`config.mk`:
```
export PLATFORM = sky130hd
export DESIGN_NAME = rob_param
export DESIGN_NICKNAME = d
export VERILOG_FILES = /design/src/rtl/rob_pkg.sv /design/src/rtl/rob_param_chk.sv /design/src/rtl/rob_param_lookup.sv /design/src/rtl/rob_param.sv
export SDC_FILE = /design/constraint.sdc
export NUM_CORES = 2
export LEC_CHECK = 0
export CAP_MARGIN = 0
export CORE_ASPECT_RATIO = 1.25
export CORE_MARGIN = 4
export CORE_UTILIZATION = 25
export DETAILED_ROUTE_END_ITERATION = 16
export SYNTH_ARGS = -nofsm -noshare
export SYNTH_HDL_FRONTEND = slang
export SYNTH_SLANG_ARGS = --single-unit
```
`constraint.sdc`:
```
create_clock -name clk -period 17.55 [get_ports clk]
set_clock_uncertainty 0.05 [all_clocks]
set_input_delay 1.755 -clock clk [delete_from_list [all_inputs] [get_ports clk]]
set_output_delay 1.755 -clock clk [all_outputs]
set_load 0.01 [all_outputs]
```
`src/rtl/rob_pkg.sv`:
```
// rob_pkg: shared definitions for the parametrised reorder buffer.
// Holds the instruction type encodings, the type field width, the per-entry
// record layout and a helper deciding whether a retiring entry writes the
// register file.
package rob_pkg;

    localparam int ROB_TYPE_W = 3;

    localparam logic [ROB_TYPE_W-1:0] ROB_ALU    = 3'd0;
    localparam logic [ROB_TYPE_W-1:0] ROB_LOAD   = 3'd1;
    localparam logic [ROB_TYPE_W-1:0] ROB_STORE  = 3'd2;
    localparam logic [ROB_TYPE_W-1:0] ROB_BRANCH = 3'd3;
    localparam logic [ROB_TYPE_W-1:0] ROB_JUMP   = 3'd4;

    // One reorder-buffer slot. The type field is called typ because "type"
    // is a keyword.
    typedef struct packed {
        logic                  busy;
        logic                  ready;
        logic                  mispred;
        logic [ROB_TYPE_W-1:0] typ;
        logic [4:0]            rd;
        logic [31:0]           value;
        logic [31:0]           rec_pc;
    } rob_entry_t;

    // Only result-producing types write a register, and x0 is never written.
    function automatic logic rob_writes_reg(input logic [ROB_TYPE_W-1:0] typ,
                                            input logic [4:0]            rd);
        logic is_wr_type;
        case (typ)
            ROB_ALU, ROB_LOAD, ROB_JUMP: is_wr_type = 1'b1;
            default:                     is_wr_type = 1'b0;
        endcase
        return is_wr_type && (rd != 5'd0);
    endfunction

endpackage

```
`src/rtl/rob_param_chk.sv`:
```
// rob_param_chk: protocol checker for the reorder buffer. Flags a decoder
// that requests allocation while the buffer is full; the request itself is
// dropped by the buffer.
// Ports: clk, rst, rdy, iss_valid, iss_ready.
module rob_param_chk (
    input logic clk,
    input logic rst,
    input logic rdy,
    input logic iss_valid,
    input logic iss_ready
);

    issue_while_full_a: assert property (@(posedge clk) disable iff (rst)
        !(rdy && iss_valid && !iss_ready))
        else $warning("rob_param: issue request while full was dropped");

endmodule

```
`src/rtl/rob_param_lookup.sv`:
```
// rob_lookup: combinational operand query against the reorder buffer.
// A tag is ready when its stored entry is busy and ready, or when any
// writeback port delivers it this cycle. Writeback port 0 has the highest
// priority, then higher ports, then the stored value.
// Ports: q_tag (query), busy/ready/value (flattened entry state),
//        wb_valid/wb_tag/wb_value (packed writeback ports),
//        q_ready/q_value (result).
module rob_lookup #(
    parameter int DEPTH    = 8,
    parameter int WB_PORTS = 2,
    parameter int IDX_W    = 3
) (
    input  logic [IDX_W-1:0]          q_tag,
    input  logic [DEPTH-1:0]          busy,
    input  logic [DEPTH-1:0]          ready,
    input  logic [DEPTH-1:0][31:0]    value,
    input  logic [WB_PORTS-1:0]       wb_valid,
    input  logic [WB_PORTS*IDX_W-1:0] wb_tag,
    input  logic [WB_PORTS*32-1:0]    wb_value,
    output logic                      q_ready,
    output logic [31:0]               q_value
);

    // Stored value first, then overlay writebacks from the highest port down
    // so that port 0 is applied last and wins.
    always_comb begin
        q_ready = busy[q_tag] && ready[q_tag];
        q_value = value[q_tag];
        for (int p = WB_PORTS - 1; p >= 0; p--) begin
            if (wb_valid[p] && (wb_tag[p*IDX_W +: IDX_W] == q_tag)) begin
                q_ready = 1'b1;
                q_value = wb_value[p*32 +: 32];
            end else begin
                q_value = q_value;
            end
        end
    end

endmodule

```
`src/rtl/rob_param.sv`:
```
// rob_param: parametrised reorder buffer.
// Allocation (iss_*), writeback (wb_*), two operand queries (q_*),
// in-order commit (cm_*), store handshake (st_req/st_ack), mispredict
// flush (flush/flush_pc) and status (head_tag/count/empty). rdy low freezes
// all state and suppresses commit, flush and store requests.
module rob_param
    import rob_pkg::*;
#(
    parameter  int DEPTH    = 8,
    parameter  int WB_PORTS = 2,
    localparam int IDX_W    = $clog2(DEPTH)
) (
    input  logic                      clk,
    input  logic                      rst,
    input  logic                      rdy,
    input  logic                      iss_valid,
    output logic                      iss_ready,
    input  logic [2:0]                iss_type,
    input  logic [4:0]                iss_rd,
    input  logic                      iss_done,
    input  logic [31:0]               iss_value,
    input  logic [31:0]               iss_rec_pc,
    output logic [IDX_W-1:0]          iss_tag,
    input  logic [WB_PORTS-1:0]       wb_valid,
    input  logic [WB_PORTS*IDX_W-1:0] wb_tag,
    input  logic [WB_PORTS*32-1:0]    wb_value,
    input  logic [WB_PORTS-1:0]       wb_mispred,
    input  logic [IDX_W-1:0]          q_tag1,
    input  logic [IDX_W-1:0]          q_tag2,
    output logic                      q_ready1,
    output logic                      q_ready2,
    output logic [31:0]               q_value1,
    output logic [31:0]               q_value2,
    output logic                      cm_valid,
    output logic                      cm_wr,
    output logic [4:0]                cm_rd,
    output logic [31:0]               cm_value,
    output logic [IDX_W-1:0]          cm_tag,
    output logic                      st_req,
    input  logic                      st_ack,
    output logic                      flush,
    output logic [31:0]               flush_pc,
    output logic [IDX_W-1:0]          head_tag,
    output logic [IDX_W:0]            count,
    output logic                      empty
);

    localparam logic [IDX_W-1:0] IDX_ONE   = {{(IDX_W-1){1'b0}}, 1'b1};
    localparam logic [IDX_W:0]   DEPTH_CNT = (IDX_W+1)'(DEPTH);

    rob_entry_t            ent_r [DEPTH];
    logic [IDX_W-1:0]      head_r;
    logic [IDX_W-1:0]      tail_r;
    logic [IDX_W:0]        count_r;

    rob_entry_t            head_e_s;
    logic                  head_ok_s;
    logic                  iss_fire_s;
    logic [IDX_W-1:0]      wb_tag_s [WB_PORTS];
    logic [WB_PORTS-1:0]   wb_hit_s;
    logic [DEPTH-1:0]      busy_s;
    logic [DEPTH-1:0]      ready_s;
    logic [DEPTH-1:0][31:0] value_s;

    assign iss_ready = (count_r < DEPTH_CNT);
    assign iss_tag   = tail_r;
    assign head_tag  = head_r;
    assign count     = count_r;
    assign empty     = (count_r == {(IDX_W+1){1'b0}});
    assign head_e_s  = ent_r[head_r];
    assign head_ok_s = rdy && head_e_s.busy && head_e_s.ready;
    assign iss_fire_s = iss_valid && iss_ready && rdy && !flush;

    // Retire decision from head state; a mispredict retires and flushes at
    // once so a mispredicted JUMP still writes its link register.
    always_comb begin
        cm_valid = 1'b0;
        st_req   = 1'b0;
        flush    = 1'b0;
        flush_pc = 32'd0;
        if (head_ok_s && head_e_s.mispred) begin
            flush    = 1'b1;
            flush_pc = head_e_s.rec_pc;
            cm_valid = 1'b1;
        end else if (head_ok_s && (head_e_s.typ == ROB_STORE)) begin
            st_req   = 1'b1;
            cm_valid = st_ack;
        end else if (head_ok_s) begin
            cm_valid = 1'b1;
        end else begin
            cm_valid = 1'b0;
        end
    end

    // Commit payload is held at zero unless an entry actually retires.
    always_comb begin
        cm_wr    = 1'b0;
        cm_rd    = 5'd0;
        cm_value = 32'd0;
        cm_tag   = {IDX_W{1'b0}};
        if (cm_valid) begin
            cm_wr    = rob_writes_reg(head_e_s.typ, head_e_s.rd);
            cm_rd    = head_e_s.rd;
            cm_value = head_e_s.value;
            cm_tag   = head_r;
        end else begin
            cm_wr    = 1'b0;
        end
    end

    // Unpack writeback tags and qualify each port against a busy entry.
    always_comb begin
        for (int p = 0; p < WB_PORTS; p++) begin
            wb_tag_s[p] = wb_tag[p*IDX_W +: IDX_W];
            wb_hit_s[p] = wb_valid[p] && ent_r[wb_tag[p*IDX_W +: IDX_W]].busy;
        end
    end

    // Flatten entry state for the query units.
    always_comb begin
        for (int i = 0; i < DEPTH; i++) begin
            busy_s[i]  = ent_r[i].busy;
            ready_s[i] = ent_r[i].ready;
            value_s[i] = ent_r[i].value;
        end
    end

    // Buffer state: flush wins over issue and writeback; writebacks are
    // applied highest port first so port 0 overrides on a shared tag.
    always_ff @(posedge clk or posedge rst) begin
        if (rst) begin
            head_r  <= {IDX_W{1'b0}};
            tail_r  <= {IDX_W{1'b0}};
            count_r <= {(IDX_W+1){1'b0}};
            for (int i = 0; i < DEPTH; i++) begin
                ent_r[i] <= '0;
            end
        end else if (!rdy) begin
            head_r <= head_r;
        end else if (flush) begin
            head_r  <= {IDX_W{1'b0}};
            tail_r  <= {IDX_W{1'b0}};
            count_r <= {(IDX_W+1){1'b0}};
            for (int i = 0; i < DEPTH; i++) begin
                ent_r[i].busy    <= 1'b0;
                ent_r[i].ready   <= 1'b0;
                ent_r[i].mispred <= 1'b0;
            end
        end else begin
            for (int p = WB_PORTS - 1; p >= 0; p--) begin
                if (wb_hit_s[p]) begin
                    ent_r[wb_tag_s[p]].ready   <= 1'b1;
                    ent_r[wb_tag_s[p]].value   <= wb_value[p*32 +: 32];
                    ent_r[wb_tag_s[p]].mispred <= wb_mispred[p];
                end
            end
            if (cm_valid) begin
                ent_r[head_r].busy  <= 1'b0;
                ent_r[head_r].ready <= 1'b0;
                head_r              <= head_r + IDX_ONE;
            end
            if (iss_fire_s) begin
                ent_r[tail_r] <= '{busy: 1'b1, ready: iss_done, mispred: 1'b0,
                                   typ: iss_type, rd: iss_rd, value: iss_value,
                                   rec_pc: iss_rec_pc};
                tail_r        <= tail_r + IDX_ONE;
            end
            count_r <= count_r + {{IDX_W{1'b0}}, iss_fire_s}
                               - {{IDX_W{1'b0}}, cm_valid};
        end
    end

    rob_lookup #(.DEPTH(DEPTH), .WB_PORTS(WB_PORTS), .IDX_W(IDX_W)) u_q1 (
        .q_tag(q_tag1), .busy(busy_s), .ready(ready_s), .value(value_s),
        .wb_valid(wb_valid), .wb_tag(wb_tag), .wb_value(wb_value),
        .q_ready(q_ready1), .q_value(q_value1)
    );

    rob_lookup #(.DEPTH(DEPTH), .WB_PORTS(WB_PORTS), .IDX_W(IDX_W)) u_q2 (
        .q_tag(q_tag2), .busy(busy_s), .ready(ready_s), .value(value_s),
        .wb_valid(wb_valid), .wb_tag(wb_tag), .wb_value(wb_value),
        .q_ready(q_ready2), .q_value(q_value2)
    );

    rob_param_chk u_chk (
        .clk(clk), .rst(rst), .rdy(rdy),
        .iss_valid(iss_valid), .iss_ready(iss_ready)
    );

endmodule

```
==> summary.md <==
| Metric | Value |
|---|---|
| Max IR drop VDD | 92.6 µV |
| FF/Latch Area | 15,300 µm² |
| Startpoint types | register |
| Switching share of total power | 41.7% |
| Core Region | 160,000 µm² |
| CP Cell Sequence | buf_4, nand2b_1, o32a_1, o211ai_2, a21oi_1, nand3_2, buf_4, inv_2, buf_4, and3_1, clkdlybuf4s50_1 |
| Top Ports | 312 |
| Slew @ Worst Pin | 1.32 ns |
| Layout cells sized above 1 | 17.9% |
| Die Ht | 456 µm |
| Crit path from | head_tag[0]$_DFFE_PP0P_ |
| CP max-delay cell | nand2b_1 |
| Clk slew on worst S/H paths | 0.06 ns |
| Buffers on Ports | 311 |
| Post-Synthesis Net Count | 4,218 |
| Hold-fix buffers at CTS | 0 |
| Switching power | 3.24 mW |
| Vias in the first global route | 36,600 |
| Final setup violation count | 0 |
| Initial DRC Count | 4,935 |
| Fillers | 16,300 |
| Placer Congestion | 0.865 |
| Fin crit period | 8.21 ns |
| Post-synthesis area per instance | 9.92 µm² |
| Status | finished clean |
| Area of the die | 167,000 µm² |
| Crit Reg-Reg Endpoint | ent_r[329]$_DFFE_PP0P_ |
| CTS tree | yes |
| Placed Area | 44,800 µm² |
| Static leakage | 19.9 nW |
| Fmax | 122 MHz |
| Post-DP HPWL | 113,000 µm |
| Crit Path Class | reg2out |
| Worst rel slew slack | 12.1% |
| H-tree Lvls | 3 |
| Critical path endpoint category | output pin |
| DRC viols | 0 |
| WL/cell | 30.5 µm |
| Yosys reg bits | 610 |
| Width of the chip | 367 µm |
| Num CTS Buffers | 74 |
| Critical Path RT | 15.75 ns |
| Syn Std Cell Area | 40,200 µm² |
| Remaining Overflow, GRT | 0 |
| Worst R2R Path Depth | 11 |
| Final Cycle Share | 46.8% |
| Crit-path leading delay family | buffers and inverters |
| WHS | 0.437 ns |
| Commonest non-fill, non-tap cell in the layout | dfrtp_1 |
| Clk sink count | 610 |
| Total wire length | 189,000 µm |
| Proportion of power drawn by the clock network | 20.1% |
| Clk buf depth | 3 |
| Row count | 164 |
| # Post-CTS Setup Buffers | 0 |
| Final instance area | 47,200 µm² |
| Crit path to | cm_value[22] |
| DRT Pass-1 Iters | 9 |
| RSZ-0062 raised after global routing | no |
| Worst R2R Setup Slack | 11.04 ns |
| Final setup margin | 9.34 ns |
| Fin nets | 4,211 |
| Final core occ | 29.6% |
| Placed Instances | 6,044 |
| Reg power frac | 34.0% |
| Comb pwr share | 45.9% |
| Largest net degree at the start of global routing | 179 |
| CP bufs+invs | 5 |
| Gate Count Post-Synth | 4,052 |
| Crit path top cell by count | buf_4 |
| Pwr/cell area | 165 nW/µm² |
| Antenna violations before repair | 30 |
| Synth Flop Type | dfrtp_1 |
| Overall Power | 7.77 mW |
| Non-filler cells, final | 6,191 |
| Area delta synth->final | 17.5% |
| WP data arrival | 6.40 ns |
| GRT Total Usage | 21.5% |
| Pint | 4.53 mW |
| Pre-CTS WS | 10.21 ns |
| Footprint of the multi-input gates | 23,100 µm² |
| Final hold vios | 0 |
| Max-cap viol count | 0 |
| Initial Util | 25.2% |
| Async SR Flop Fraction | 100% |
| CP Depth | 11 |
| Vias post-DR | 37,800 |
| Worst R2R Start | head_tag[0]$_DFFE_PP0P_ |
| DRT antenna net count | 0 |
| Via density per instance | 6.10 |
| First-pass GRT wire length | 270,000 µm |
| Final Max Tran Viols | 0 |
| Final TNS setup | 0 ns |
| CP max FO | 36 |
| Yosys warning total | 0 |
| EDFF count, synth | 0 |
| CTS root buf | clkbuf_16 |
| Commonest cells after routing, fill and taps aside | 607 x dfrtp_1, 320 x mux2i_1, 312 x mux2_2 |
| Seq/Total Area, Yosys | 38.0% |
| Worst skew pair latency | 0.67 ns |
| Yosys cell types | 73 |
| Crit-path max cell delay | 0.76 ns |
| Post-cts sizing count | 0 |
| Hold Path Class | reg2reg |
sequential cells by signal, indices dropped and copies added (netlist names):
name and count:
busy_s 8, iss_tag 3, ent_r 592, head_tag 3, count 4
cell usage after synthesis (all sizes together), types with 80 or more instances:
cell	count	area (µm²)
a221o	127	1270
nand2	277	1040
a21oi	257	1290
buf	140	748
clkbuf	340	1280
nor2	302	1140
o21ai	249	1250
dfrtp	610	15300
mux4	144	3240
and3	136	851
o22ai	160	1000
mux2	351	3950
nand3	80	405
mux2i	320	3200
layout make-up:
type / instances / area share [%]
antenna: 19 / 0.101
clock buffer: 110 / 4.57
clock inverter: 18 / 0.511
inverter: 18 / 0.156
multi-input combinational: 2944 / 48.9
sequential: 610 / 32.3
tap: 2075 / 5.50
timing repair buffer: 397 / 7.97
per-layer routing:
metal / routed length, µm / global-route usage [%]
met5: 69 / 0
met4: 10300 / 10.3
met3: 24100 / 7.58
met2: 82600 / 32.5
met1: 71700 / 27.4
kinds of logic (layout without fill, tap and decap cells):
family	count (synthesis)	count (layout)	share of synthesized area [%]
muxes	815	815	25.9
DFF	610	610	38.0
and+or+nand+nor	945	945	11.0
adders and majority gates	8	8	0.268
AOI/OAI and AO/OA	1160	1160	19.3
other	0	19	0
xor gates and xnor gates	16	16	0.349
buffers and inverters	498	543	5.20
power groups by stage:
stage | clock (mW) | sequential, mW | combinational, mW
after CTS | 1.59 | 2.61 | 3.50
final | 1.56 | 2.64 | 3.57
after global placement | 0 | 2.60 | 3.42
after global routing | 1.64 | 2.71 | 3.79
after floorplan | 0 | 2.38 | 2.37
after detailed placement | 0 | 2.63 | 3.49
worst min-delay path by stage:
stage,startpoint,end,slack (ns),cells past startpoint
6_report,ent_r[178]$_DFFE_PP0P_,ent_r[178]$_DFFE_PP0P_,0.44,1
5_1_grt,ent_r[179]$_DFFE_PP0P_,ent_r[179]$_DFFE_PP0P_,0.44,1
4_1_cts,ent_r[215]$_DFFE_PP0P_,ent_r[215]$_DFFE_PP0P_,0.44,1
3_5_place_dp,ent_r[215]$_DFFE_PP0P_,ent_r[215]$_DFFE_PP0P_,0.42,1
3_3_place_gp,ent_r[219]$_DFFE_PP0P_,ent_r[219]$_DFFE_PP0P_,0.41,1
2_1_floorplan,ent_r[215]$_DFFE_PP0P_,ent_r[215]$_DFFE_PP0P_,0.40,1
No activity file was read; power rests on OpenSTA's default activity.
